## src/rtl/multimode_counter_pkg.sv

```systemverilog
// ============================================================================
// Module : multimode_counter_pkg
// Brief  : Mode codes, FSM state encoding and LFSR tap table for multimode_counter.
// Rev    : 1.0
// ============================================================================
`default_nettype none

package multimode_counter_pkg;

  localparam logic [1:0] MODE_UP   = 2'b00;
  localparam logic [1:0] MODE_DOWN = 2'b01;
  localparam logic [1:0] MODE_GRAY = 2'b10;
  localparam logic [1:0] MODE_LFSR = 2'b11;

  typedef enum logic [1:0] {
    S_IDLE  = 2'b00,
    S_RUN   = 2'b01,
    S_PAUSE = 2'b10
  } state_e;

  // Maximal-length feedback taps; bit k set means q[k] joins the XOR.
  function automatic logic [7:0] lfsr_taps(input int width);
    case (width)
      3:       return 8'h06;
      4:       return 8'h0C;
      5:       return 8'h14;
      6:       return 8'h30;
      7:       return 8'h60;
      8:       return 8'hB8;
      default: return 8'h00;
    endcase
  endfunction

endpackage

`default_nettype wire

```

## src/rtl/multimode_counter_next.sv

```systemverilog
// ============================================================================
// Module : multimode_counter_next
// Brief  : Combinational next-value and wrap detect for all four step modes.
//          MULTIMODE_COUNTER_SATURATE_EN makes the binary modes saturate.
// Rev    : 1.0
// ============================================================================
`default_nettype none

module multimode_counter_next
  import multimode_counter_pkg::*;
#(
  parameter int WIDTH = 3
) (
  input  logic [WIDTH-1:0] count,
  input  logic [1:0]       mode,
  output logic [WIDTH-1:0] next,
  output logic             wrap_n
);

  localparam logic [7:0]       TAPS     = lfsr_taps(WIDTH);
  localparam logic [WIDTH-1:0] TAP_MASK = TAPS[WIDTH-1:0];
  localparam logic [WIDTH-1:0] ZERO     = '0;
  localparam logic [WIDTH-1:0] ONE      = {{(WIDTH-1){1'b0}}, 1'b1};
  localparam logic [WIDTH-1:0] MAX      = '1;

  function automatic logic [WIDTH-1:0] gray2bin(input logic [WIDTH-1:0] g);
    logic [WIDTH-1:0] b;
    b[WIDTH-1] = g[WIDTH-1];
    for (int i = WIDTH - 2; i >= 0; i--) b[i] = b[i+1] ^ g[i];
    return b;
  endfunction

  logic [WIDTH-1:0] bin_inc;
  assign bin_inc = gray2bin(count) + ONE;

  always_comb begin
    next   = count;
    wrap_n = 1'b0;
    case (mode)
      MODE_UP: begin
`ifdef MULTIMODE_COUNTER_SATURATE_EN
        next = (count == MAX) ? count : count + ONE;
`else
        next   = count + ONE;
        wrap_n = (next == ZERO);
`endif
      end
      MODE_DOWN: begin
`ifdef MULTIMODE_COUNTER_SATURATE_EN
        next = (count == ZERO) ? count : count - ONE;
`else
        next   = count - ONE;
        wrap_n = (next == MAX);
`endif
      end
      MODE_GRAY: begin
        next   = bin_inc ^ (bin_inc >> 1);
        wrap_n = (next == ZERO);
      end
      MODE_LFSR: begin
        // All-zero is the LFSR lock-up state; kick it back into the sequence.
        if (count == ZERO) begin
          next = ONE;
        end else begin
          next   = {count[WIDTH-2:0], ^(count & TAP_MASK)};
          wrap_n = (next == ONE);
        end
      end
      default: next = count;
    endcase
  end

endmodule

`default_nettype wire

```

## src/rtl/multimode_counter.sv

```systemverilog
// ============================================================================
// Module : multimode_counter
// Brief  : WIDTH-bit multimode sequence generator with run/pause FSM, load
//          and wrap pulse. Option macro: MULTIMODE_COUNTER_SATURATE_EN.
// Rev    : 1.0
// ============================================================================
`default_nettype none

module multimode_counter
  import multimode_counter_pkg::*;
#(
  parameter int WIDTH = 3
) (
  input  logic             clk,
  input  logic             reset,
  input  logic             enable,
  input  logic [1:0]       mode,
  input  logic             load,
  input  logic [WIDTH-1:0] load_value,
  output logic [WIDTH-1:0] count,
  output logic             wrap,
  output logic             running
);

  if (WIDTH < 3 || WIDTH > 8) begin : g_width_check
    $error("multimode_counter: WIDTH must be in 3..8");
  end

  state_e           state, next_state;
  logic [WIDTH-1:0] count_q, count_d, step_val;
  logic             wrap_q, wrap_d, step_wrap, running_q;
  logic             step;

  multimode_counter_next #(.WIDTH(WIDTH)) u_next (
    .count  (count_q),
    .mode   (mode),
    .next   (step_val),
    .wrap_n (step_wrap)
  );

  // A load edge freezes the FSM as well as suppressing the step.
  always_comb begin
    next_state = S_IDLE;
    case (state)
      S_IDLE:  next_state = (load || !enable) ? S_IDLE : S_RUN;
      S_RUN:   next_state = (load || enable)  ? S_RUN  : S_PAUSE;
      S_PAUSE: next_state = (load || !enable) ? S_PAUSE : S_RUN;
      default: next_state = S_IDLE;
    endcase
  end

  assign step = (state == S_RUN) && enable;

  always_comb begin
    count_d = count_q;
    wrap_d  = 1'b0;
    if (load) begin
      count_d = load_value;
    end else if (step) begin
      count_d = step_val;
      wrap_d  = step_wrap;
    end
  end

  always_ff @(posedge clk) begin
    if (reset) begin
      state     <= S_IDLE;
      count_q   <= '0;
      wrap_q    <= 1'b0;
      running_q <= 1'b0;
    end else begin
      state     <= next_state;
      count_q   <= count_d;
      wrap_q    <= wrap_d;
      running_q <= (next_state == S_RUN);
    end
  end

  assign count   = count_q;
  assign wrap    = wrap_q;
  assign running = running_q;

endmodule

`default_nettype wire
```

## config.mk

```make
export PLATFORM = sky130hd
export DESIGN_NAME = multimode_counter
export DESIGN_NICKNAME = d
export VERILOG_FILES = /design/src/rtl/multimode_counter_pkg.sv /design/src/rtl/multimode_counter_next.sv /design/src/rtl/multimode_counter.sv
export SDC_FILE = /design/constraint.sdc
export NUM_CORES = 1
export LEC_CHECK = 0
export CAP_MARGIN = 10
export CORE_AREA = 5 5 42 44
export CTS_CLUSTER_SIZE = 14
export DETAILED_ROUTE_END_ITERATION = 6
export DIE_AREA = 0 0 47 49
export HOLD_SLACK_MARGIN = 0.12
export PLACE_DENSITY = 0.76
export SYNTH_ARGS = -nofsm -noshare
export SYNTH_HDL_FRONTEND = slang
export SYNTH_SLANG_ARGS = --single-unit
```

## constraint.sdc

```tcl
create_clock -name clk -period 4.57 [get_ports clk]
set_input_delay 0.914 -clock clk [delete_from_list [all_inputs] [get_ports clk]]
set_output_delay 0.914 -clock clk [all_outputs]
set_load 0.02 [all_outputs]
```

# Word-level counts from Yosys, hierarchy flattened
# Index checks and enable logic that the tools add are counted.
[word_totals]
inputBits = 9
ff_bits = 7
out_inout_bits = 5
[classes]
reduce_logical = 12
bitwise_logic = 4
n_addsub = 3
muxes = 10
n_eq_ne = 8
[op_table]
columns = ["op", "n"]
rows = [
  ["case mux 3 bit (4 select lines)", 1],
  ["zero test 3 bit", 3],
  ["two-way mux 3 bit", 3],
  ["adder 3 x 1 -> 3 bit, second input constant", 2],
  ["equality test 2 x 1 -> 1 bit, second input constant", 3],
  ["equality test 2 bit, second input constant", 3],
  ["case mux 2 bit (3 select lines)", 1],
  ["zero test 2 bit", 2],
  ["two-way mux 2 bit", 2],
  ["case mux 1 bit (4 select lines)", 1],
  ["equality test 3 x 1 -> 1 bit, second input constant", 1],
  ["equality test 3 bit, second input constant", 1],
  ["OR reduction 3 bit", 1],
  ["parity 3 bit", 1],
  ["subtractor 3 x 1 -> 3 bit, second input constant", 1],
  ["XOR 3 x 2 -> 3 bit", 1],
  ["logical OR 1 bit", 2],
  ["two-way mux 1 bit", 2],
  ["nonzero test 2 bit", 1],
  ["XOR 1 bit", 2],
  ["logical AND 1 bit", 1],
  ["zero test 1 bit", 1],
  ["inverter 1 bit", 1],
]

# Depth between registers and ports, before layout
[depth]
depth_word = 7
ltp_mapped = 6
depth_no_buf = 6

# Hierarchy
# A second synthesis with hierarchy kept.
[hier_totals]
cells_unflattened = 65
hier_area_um2 = 558.0
[by_module_without_submodules]
columns = ["module", "cells_each", "instances", "area_per_inst_um2", "seq_area_each_um2"]
rows = [
  ["multimode_counter", 32, 1, 312.8, 140.1],
  ["multimode_counter_next", 33, 1, 245.2, 0.0],
]

# Worst setup path before layout
# OpenSTA, ideal clock, no wires.
[synth_timing]
path_type = "in2reg"
startpoint = "in load"
endpoint = "reg count_q[1] (netlist: count[1])"
n_path_buf = 1
required_ns = 4.478
t_arrival_ns = 1.652
slack_ns = 2.826
stages = 4
path_cell_list = "buf_2 > nor3b_2 > nand3b_1 > o32ai_1"
[synth_between]
elab_chain_len = 1
[synth_rtl]
columns = ["item", "line", "rtl"]
rows = [
  ["start, declared", "multimode_counter.sv:18", "input logic load,"],
  ["two-way mux 3 bit or nonzero test 2 bit (tied branches)", "-", ""],
  ["end signal, assigned", "multimode_counter.sv:73", "count_q <= count_d;"],
  ["end, declared", "multimode_counter.sv:30", "logic [WIDTH-1:0] count_q, count_d, step_val;"],
]
# Parallel ways exist; a longest one is shown, timed or not.
# A chain may end at the register's enable or synchronous reset.

# Worst setup path in the final report
[layout_timing]
startpoint = "reg count_q[2] (netlist: count[2])"
endpoint = "out count[2]"
[layout_lines]
columns = ["item", "line", "rtl"]
rows = [
  ["end, declared", "multimode_counter.sv:20", "output logic [WIDTH-1:0] count,"],
]
# No word-level cell between the ends.

==> metrics.md <==
| Metric | Value |
|---|---|
| Total Wirelength | 1310 µm |
| Crit path buffers/inverters | 1 |
| Vias per cell | 5.93 |
| Total of warnings raised by yosys | 0 |
| Drt drc | 0 |
| Slew @ Worst Pin | 0.484 ns |
| Leakage | 0.000268 µW |
| Horiz. Die Dim | 47 µm |
| Dpl hpwl | 950 µm |
| Tot Pwr | 179 µW |
| Area taken by multi-input logic gates | 388 µm² |
| Post-DRT Antenna Nets | 0 |
| Startpoint types | flop |
| Slowest CP cell | clkdlybuf4s50_1 |
| Final Instance Area | 716 µm² |
| # diodes | 0 |
| Max Freq | 416 MHz |
| Register area | 140 µm² |
| Share of the synthesized area in the top cell type | 25.3% |
| Max Cap Viol | 0 |
| R2R setup slack | 2.93 ns |
| Port Buffer Count | 13 |
| # IOs | 14 |
| Number of fill cells | 139 |
| Slew HR | 67.7% |
| Adder-Cell Fraction of Synth Area | 11.3% |
| Compound-Gate Fraction of Synth Area | 26.2% |
| Initial core utilization | 39.6% |
| GP Congestion | 0.816 |
| Wire length of the first global-routing pass | 2040 µm |
| H-tree levels | 1 |
| Syn nets | 79 |
| Die area | 2300 µm² |
| Initial antenna violation count | 0 |
| Worst vdd ir | 0.172 mV |
| Final min period | 2.40 ns |
| Initial DRT Pass Iterations | 4 |
| Hold_buf cts | 0 |
| Number of CTS-inserted buffers | 3 |
| Family with the most delay on the worst path | buffers and inverters |
| RSZ-0062 raised after global routing | no |
| Mapped Area | 554 µm² |
| Worst Hold Launch | state[1]$_SDFF_PP0_ |
| Top cells by area, synth | dfxtp_1, ha_1, mux2i_1, nor3_1, nand2b_1 |
| Crit-path max cell delay | 0.68 ns |
| Nets@finish | 94 |
| Count leader, synth | dfxtp_1 |
| Setup TNS Final | 0 ns |
| CP endpoint kind | output pin |
| Final setup fails | 0 |
| Synth Flop Type | dfxtp_1 |
| Clock Latency Late Sink | 0.26 ns |
| Post-synthesis sequential area ratio | 25.3% |
| EDFF count, synth | 0 |
| Setup CP Type | reg2out |
| Netlist cell types | 32 |
| FF-to-FF End | count[2]$_SDFFE_PP0P_ |
| CP Max Fanout | 10 |
| Proportion of synthesized area in mux cells | 3.61% |
| Cells after Synth | 65 |
| CP required | 3.66 ns |
| Clock sinks | 7 |
| Critical R2R Launch | count[0]$_SDFFE_PP0P_ |
| Placed insts | 91 |
| Pwr/cell area | 250 nW/µm² |
| Crit path launch | count[2]$_SDFFE_PP0P_ |
| Chip height | 49 µm |
| Area grow syn2layout | 29.1% |
| Clk slew on worst S/H paths | 0.06 ns |
| All-Layer GR Usage | 12.2% |
| Crit path cell chain | clkdlybuf4s50_1 |
| Hold WC Path Type | reg2reg |
| Cell taking the most area after synthesis | dfxtp_1 |
| Clk_skew | 0.000790 ns |
| Max Buffers Root-to-Sink | 2 |
| Vias in the first global route | 457 |
| Hold Path Depth | 1 |
| Hold WS | 0.549 ns |
| Ys async rst share | 0% |
| Synth top cells by count | dfxtp_1, ha_1, nor2_1 |
| CTS tree | yes |
| Hold path endpoint | state[0]$_SDFF_PP0_ |
| Routed length per instance | 13.8 µm |
| Final max-slew violation count | 0 |
| Main combinational cell family by area after synthesis | simple AND/OR/NAND/NOR gates |
| DR iter-0 viols | 16 |
| R2R depth | 5 |
| Final cell count without fillers | 95 |
| Resized cells post-CTS | 0 |
| Avg Inst Size Synth | 8.53 µm² |
| Post-DP Area | 689 µm² |
| Xor/xnor share of the synthesized area | 1.58% |
| Largest net degree at the start of global routing | 15 |
| Status | finished clean |
| Clk root buf | clkbuf_4 |
| Final hold viol count | 0 |
| Rows | 14 |
| Postcts setup bufs | 0 |
| Synth Area in Simple Gates | 27.3% |
| Period Utilization, post-route | 52.6% |
| Global route total overflow | 0 |
| Flops & latches, synth | 7 |
| Worst EP arrival | 1.49 ns |
| Total number of vias | 563 |
| Floorplan core area | 1400 µm² |
| Layout cells sized above 1 | 8.86% |
area by class of cell:
cell class,count,area share [%]
timing repair buffer,13,18.2
tap,16,2.80
clock buffer,4,3.67
sequential,7,19.6
multi-input combinational,52,54.2
inverter,3,1.57
registers in the layout (all words and copies together) (netlist names):
signal   cells
count        3
running      1
wrap         1
state        2
power breakdown:
group	internal, µW	switching (µW)	total, µW
Clock	33.5	25.5	59.0
Combinational	25.3	25.1	50.3
Sequential	64.3	5.53	69.8
cell usage in the layout (no fill, tap or decap), types with 2 or more instances in the layout:
cell and instances:
clkdlybuf4s50_1 13, dfxtp_1 7, nor2_1 5, ha_1 5, nor3_1 4, nand2b_1 3, nand2_1 3, a21oi_1 3
clkbuf_4 3, inv_1 2, nand4b_1 2, nand3b_1 2, mux2i_1 2, a211oi_1 2, a22oi_1 2, o32ai_1 2
nor2b_1 2
per-stage QoR:
step | util, % | worst slack [ns]
after floorplan | - | 2.83
after global placement | 49.2 | 2.13
after detailed placement | 49.2 | 2.10
after CTS | 51.1 | 2.17
after global routing | 51.1 | 2.14
final | 51.1 | 2.17
layer usage:
metal	vias to the layer above	share of wire (%)	GRT usage (%)
li1	278	-	-
met1	267	45	15.0
met2	14	48	18.3
met3	4	5.4	3.32
met4	0	1.8	6.91
met5	-	0	0
how the worst max path moves through the flow:
stage                             to  cells after the start
4_1_cts                     count[2]                      1
3_5_place_dp   count[2]$_SDFFE_PP0P_                      4
3_3_place_gp   count[2]$_SDFFE_PP0P_                      4
5_1_grt                     count[2]                      1
6_report                    count[2]                      1
2_1_floorplan  count[1]$_SDFFE_PP0P_                      4
cells by family (layout without fill, tap and decap cells):
logic type / after synthesis / after routing
XOR/XNOR: 1 / 1
AND/OR/NAND/NOR: 26 / 26
buffers and inverters: 6 / 20
adder cells (fa/ha/maj): 5 / 5
flip-flops: 7 / 7
multiplexers: 2 / 2
AO/OA/AOI/OAI: 18 / 18
Power figures use the tool's default switching activity.
